<file path="src/rtl/fifo_rd_pkg.sv">
// Shared sizing and types for the FIFO read adapter and its skid buffer.
package fifo_rd_pkg;

  localparam int BUF_DEPTH = 2;

  // Occupancy 0..BUF_DEPTH
  typedef logic [1:0] level_t;
  // Index into the BUF_DEPTH-entry buffer
  typedef logic       ptr_t;

endpackage

</file>
<file path="src/rtl/rd_skid_buf.sv">
// Two-entry in-order skid buffer: head/tail pointers plus level counter.
// Storage is cleared on reset so the read port shows 0 after reset.
module rd_skid_buf
  import fifo_rd_pkg::*;
#(
  parameter int DATA_WIDTH = 32
) (
  input  logic                  clk_i,
  input  logic                  rst_i,
  input  logic                  wr_en,
  input  logic [DATA_WIDTH-1:0] wr_data,
  input  logic                  rd_en,
  output logic [DATA_WIDTH-1:0] rd_data,
  output level_t                level
);

  logic [BUF_DEPTH-1:0][DATA_WIDTH-1:0] mem;
  ptr_t head;
  ptr_t tail;

  assign rd_data = mem[head];

  // Storage, pointers and occupancy; simultaneous write and read keep the level.
  always_ff @(posedge clk_i) begin
    if (rst_i) begin
      mem   <= '0;
      head  <= '0;
      tail  <= '0;
      level <= '0;
    end else begin
      if (wr_en) begin
        mem[tail] <= wr_data;
        tail      <= tail + 1'b1;
      end
      if (rd_en) head <= head + 1'b1;
      case ({wr_en, rd_en})
        2'b10:   level <= level + 2'd1;
        2'b01:   level <= level - 2'd1;
        default: level <= level;
      endcase
    end
  end

endmodule

</file>
<file path="src/rtl/fifo_rd_adapter.sv">
// FIFO read port (1-cycle read latency) to valid/ready stream adapter.
// Reads are only issued when the word is guaranteed a slot in the skid buffer,
// counting the word already in flight and any pop happening this cycle.
// Optional: define FIFO_RD_ADAPTER_STATS_EN to add xfer_count_o (pop counter).
module fifo_rd_adapter
  import fifo_rd_pkg::*;
#(
  parameter int DATA_WIDTH = 32
) (
  input  logic                  clk_i,
  input  logic                  rst_i,
  input  logic [DATA_WIDTH-1:0] fifo_data_i,
  input  logic                  fifo_empty_i,
  output logic                  fifo_rd_en_o,
  output logic [DATA_WIDTH-1:0] m_data_o,
  output logic                  m_valid_o,
  input  logic                  m_ready_i,
`ifdef FIFO_RD_ADAPTER_STATS_EN
  output logic [31:0]           xfer_count_o,
`endif
  output logic [1:0]            buf_level_o
);

  logic       inflight;
  logic       pop;
  level_t     level;
  logic [2:0] credit;

  // Outputs are forced idle while reset is held, even before the first edge clears state.
  assign m_valid_o   = !rst_i && (level != '0);
  assign buf_level_o = rst_i ? '0 : level;
  assign pop         = m_valid_o && m_ready_i;

  // Slots committed after this cycle: stored + arriving - leaving.
  assign credit       = {1'b0, level} + {2'b00, inflight} - {2'b00, pop};
  assign fifo_rd_en_o = !rst_i && !fifo_empty_i && (credit < 3'(BUF_DEPTH));

  // In-flight bit: the FIFO presents data the cycle after a pop request.
  always_ff @(posedge clk_i) begin
    if (rst_i) inflight <= 1'b0;
    else       inflight <= fifo_rd_en_o;
  end

  rd_skid_buf #(.DATA_WIDTH(DATA_WIDTH)) u_buf (
    .clk_i   (clk_i),
    .rst_i   (rst_i),
    .wr_en   (inflight),
    .wr_data (fifo_data_i),
    .rd_en   (pop),
    .rd_data (m_data_o),
    .level   (level)
  );

`ifdef FIFO_RD_ADAPTER_STATS_EN
  // Transfer counter, wraps naturally at 2^32.
  always_ff @(posedge clk_i) begin
    if (rst_i)    xfer_count_o <= '0;
    else if (pop) xfer_count_o <= xfer_count_o + 32'd1;
  end
`endif

endmodule

</file>
<file path="config.mk">
export PLATFORM = sky130hd
export DESIGN_NAME = fifo_rd_adapter
export DESIGN_NICKNAME = d
export VERILOG_FILES = /design/src/rtl/fifo_rd_pkg.sv /design/src/rtl/rd_skid_buf.sv /design/src/rtl/fifo_rd_adapter.sv
export SDC_FILE = /design/constraint.sdc
export NUM_CORES = 1
export LEC_CHECK = 0
export CORE_MARGIN = 5
export CORE_UTILIZATION = 49
export CTS_CLUSTER_DIAMETER = 50
export DETAILED_ROUTE_END_ITERATION = 16
export GPL_TIMING_DRIVEN = 0
export PLACE_DENSITY = 0.86
export SLEW_MARGIN = 5
export SYNTH_ARGS = -nofsm -noshare
export SYNTH_HDL_FRONTEND = slang
export SYNTH_HIERARCHICAL = 1
export SYNTH_SLANG_ARGS = --single-unit
</file>
<file path="constraint.sdc">
create_clock -name clk_i -period 4.4 [get_ports clk_i]
set_clock_uncertainty 0.15 [all_clocks]
set_input_delay 1.32 -clock clk_i [delete_from_list [all_inputs] [get_ports clk_i]]
set_output_delay 1.32 -clock clk_i [all_outputs]
set_load 0.02 [all_outputs]
</file>
# After elaboration in Yosys (flattened, before gate mapping)
# Index checks and enable logic that the tools add are counted.
# Widths: inputs -> output; s select.
# classes
n_addsub	6
n_lt_le_gt_ge	4
n_eq_ne	2
mux	7
n_reduce_logical	9
# ops
operator	count
$mux 32	3
$bwmux 64	1
$demux 32 s1	1
$logic_and 1x1->1	5
$lt 1x2->1 const B	2
$pmux 2 s2	1
$reduce_bool 2->1	2
$add 2x1->3	1
$lt 3x2->1 const B	1
$sub 3x1->3	1
$add 1x1->1 const B	2
$add 2x1->2 const B	1
$eq 2x1->1 const B	1
$eq 2x2->1 const B	1
$logic_not 1->1	2
$mux 2	1
$sub 2x1->2 const B	1
$ge 1x1->1 const B	1
# totals
ff_bits	69
output_inout_bits	36

# Depth between registers and ports, before layout
# Gate-level depths: netlist of the first run.
# logic_depth
depth_word	6
ltp_mapped	7
mapped_depth_nobuf	7

# Cells and area by module
# The synthesis of the first run kept the hierarchy.
# by_module_without_submodules
module	instances	cells_per_inst	area_each_um2	seq_area_each_um2
rd_skid_buf	1	335	2825.2	1361.3
fifo_rd_adapter	1	13	113.9	20.0

# Worst setup path after synthesis of the first run
# OpenSTA, ideal clock, no wires.
# synth_timing
kind	input -> output
from	input rst_i
to	output fifo_rd_en_o
t_arrival_ns	3.365
slack_ns	-0.435
path_stages	6
path_buffers	0
cell_sequence	nor3b_1 -> ha_1 -> nand2b_1 -> fa_1 -> xor2_1 -> nor4b_1
# synth_via
elab_chain_cells	6
word_cells_on_any_way	7
classes_between	add/sub: 1; order compare: 1; reduce/logical: 5
# synth_lines
item	line	source
start, declared	fifo_rd_adapter.sv:11	input logic rst_i,
$logic_not 1->1 (*)	fifo_rd_adapter.sv:30, fifo_rd_adapter.sv:36	
$logic_and 1x1->1	fifo_rd_adapter.sv:30	assign m_valid_o = !rst_i && (level != '0);
$logic_and 1x1->1	fifo_rd_adapter.sv:32	assign pop = m_valid_o && m_ready_i;
$sub 3x1->3	fifo_rd_adapter.sv:35	assign credit = {1'b0, level} + {2'b00, inflight} - {2'b00, pop};
$lt 3x2->1	fifo_rd_adapter.sv:36	assign fifo_rd_en_o = !rst_i && !fifo_empty_i && (credit < 3'(BUF_DEPTH));
$logic_and 1x1->1 (*)	fifo_rd_adapter.sv:36	
end, declared	fifo_rd_adapter.sv:14	output logic fifo_rd_en_o,
# Mark *: on every way between the ends. The rest lies on a longest branch, timed or not.

# Worst setup path in the final report of the first run
# layout_timing
from	input rst_i
to	output fifo_rd_en_o
# layout_via
elab_chain_cells	6
word_cells_on_any_way	7
classes_between	add/sub: 1; order compare: 1; reduce/logical: 5
# layout_lines
item	line	source
$logic_not 1->1	fifo_rd_adapter.sv:30	
$logic_and 1x1->1	fifo_rd_adapter.sv:30	
$logic_and 1x1->1	fifo_rd_adapter.sv:32	
via pop	fifo_rd_adapter.sv:25	logic pop;
$sub 3x1->3	fifo_rd_adapter.sv:35	
$lt 3x2->1	fifo_rd_adapter.sv:36	
$logic_and 1x1->1	fifo_rd_adapter.sv:36	
# The timed path passes the listed nets, and every way through them passes these cells.

==> run metrics, run 1 <==
status complete, but fails checks; failing checks negative setup slack; Worst path max stage delay 0.35 ns; register area share after synthesis 0.470; GPL Wtd Cong approximately 0.76; most frequent cells in the layout nand2_1 (130), dfxtp_1 (69), clkdlybuf4s50_1 (68), a21oi_1 (60), mux2_2 (32); antenna viol nets, final 0; TritonCTS Sinks 69; HP Class flop to flop; Worst Hold Depth 2; Worst-Margin Slew 0.500 ns; Worst Path Arrival about 3 ns; min-delay src u_buf/mem[54]; share of cells above drive strength 1 0.199; Final Hold Fails 0; Hold WS 0.305 ns; clock slew at reported path FFs 0.07 ns; initial antenna violation count 0; Distinct cells, synth 22; CP Capture Type output port; DP Wirelength around 5100 um; CP Cell Sequence buf_12, nor3b_4, ha_1, nand2b_4, fa_2, xor2_2, nor4b_4, buf_4; area of the core 0.00589 sq mm; Starting DRT DRC Count 129; Via density 5.11; Max rail drop VDD about 370 uV; Initial Utilization 0.499; # DRC 0; Pwr Total 2.01 mW; Max Freq 224 MHz; Mapped Cells 348; beginning of the worst register-to-register path u_buf/level[1]; yosys warns 6; TritonCTS clock tree yes; startpoint types primary input; CTS buffer count 9; top cell type's share of synthesized area 0.470; max cap viols 0; nets@finish 471; drt pass-1 iters 4; # hold bufs at CTS 0; chip width 87.4 um; Slew Limit Fails 0; commonest non-fill, non-tap cell in the layout nand2_1; worst skew pair latency 0.34 ns; Synth Cell Area 0.00294 sq mm; number of register bits inferred by synthesis 69; setup TNS -0.0741 ns; setup ws final -0.0741 ns; drt total wl ~7500 um; largest net degree at the start of global routing 13; area leader, netlist dfxtp_1; Worst R2R End inflight; # rows 28; chip height 87.4 um; vias in the first global route 2702; CP required between 2 and 3 ns; post-layout min period 4.47 ns; unrepaired setup endpoints after global routing yes; GRT Overall Usage 0.213; CP max FO 2; Overflow after GRT 0; Clock Tree Root clkbuf_8; Reg2Reg Depth 7; pre-CTS setup slack -1.16 ns; crit share post-route 1.02; IO Port Bufs 71; Syn Nets approximately 390; syn_area_per_cell 8.45 sq um; Worst Hold Path EP u_buf/mem[54]; PD cells 493 mW/mm^2; Via Count 2618; CTS Buffer Depth 2; Setup CP Type primary input to output port; area grow syn2layout 38.7%; top cells by area, synth dfxtp_1 (47%), nand2_1 (17%), mux2_2 (12%); DR WL/cell about 15 um; CTS H-tree lvls 3; Static Leakage between 1.5 and 2 nW; first-pass GRT wire length 12600 um; # diodes 0; relative slew slack 0.667; Final setup violation count 1; slowest cell on the critical path fa_2; I/O pin count 72; die area 0.00765 sq mm; R2R Setup Slk 2.06 ns
==> metal layers <==
metal,global-route usage,share of wire,vias up
li1,-,-,1302
met1,0.257,0.42,1234
met2,0.366,0.51,72
met3,0.0426,0.052,10
met4,0.0879,0.015,0
met5,0,0,-
==> flip-flops by register name (all words and copies together), names as in the netlist <==
register,cells
u_buf/level,2
u_buf/tail,1
u_buf/mem,64
inflight,1
u_buf/head,1
==> worst max-delay path, delay by kind of cell <==
kind | cells | cell delay (ns)
xor+xnor | 1 | 0.17
simple gates | 3 | 0.61
fa+ha+maj | 2 | 0.61
buf+inv | 2 | 0.28
==> stage by stage <==
stage / utilization / cell area [sq um] / cells
CTS: 0.693 / 4080 / 512
floorplan: - / 2960 / 348
global placement: 0.639 / 3760 / 494
detailed placement: 0.639 / 3760 / 494
finish: 0.693 / 4080 / 512
global route: 0.693 / 4080 / 512
==> worst max-delay path by stage <==
stage                        end  startpoint  slack, ns
floorplan           fifo_rd_en_o       rst_i       0.06
finish              fifo_rd_en_o       rst_i      -0.07
detailed placement  fifo_rd_en_o       rst_i      -1.16
CTS                 fifo_rd_en_o       rst_i      -0.07
global placement    fifo_rd_en_o       rst_i      -1.14
global route        fifo_rd_en_o       rst_i      -0.14
==> area by class of cell <==
cell class                      count  area [sq um]
Buffer                             27           183
Clock buffer                       10           138
Clock inverter                      6           134
Fill cell                         460          1810
Inverter                            2          7.51
Multi-Input combinational cell    250          1410
Sequential cell                    69          1380
Tap cell                           75          93.8
Timing Repair Buffer               73           728
==> what timing repair did <==
item | 4_1_cts | 5_1_grt
pin swaps | 4 | 3
endpoints found under the setup margin | 1 | 1
gates resized for setup | 21 | 0
buffers inserted | 2 | 0
==> cells in the mapped netlist <==
library cell	count
buf_2	11
xnor2_1	2
nor3b_1	1
buf_6	6
xor2_1	2
dfxtp_1	69
o21ai_0	1
mux2_2	32
ha_1	2
nor2_1	5
a21oi_2	6
and2_1	1
nor4b_1	2
inv_1	2
clkbuf_1	4
buf_4	6
nand2_1	130
or3_1	1
fa_1	1
nand2b_1	2
a21oi_1	60
nor2b_1	2
==> kinds of logic (layout without fill, tap and decap cells) <==
family / after synthesis / in the layout / share of synthesized area
buffers and inverters: 29 / 118 / 0.0647
multiplexers: 32 / 32 / 0.123
XOR/XNOR: 4 / 4 / 0.0119
AO/OA/AOI/OAI: 67 / 67 / 0.122
adder cells (fa/ha/maj): 3 / 3 / 0.0153
flip-flops: 69 / 69 / 0.470
AND/OR/NAND/NOR: 144 / 144 / 0.194
==> where the power goes <==
group / internal [mW] / total, mW / switching, mW
sequential: 0.693 / 0.736 / 0.0433
clock: 0.449 / 0.686 / 0.237
combinational: 0.286 / 0.588 / 0.302
(Power assumes the default switching activity.)
==> run 2: changes to the inputs <==
- ABC_CLOCK_PERIOD_IN_PS: unset -> 4400
==> results of run 2 <==
Final layout, timing and power as in run 1 (identical DEF).
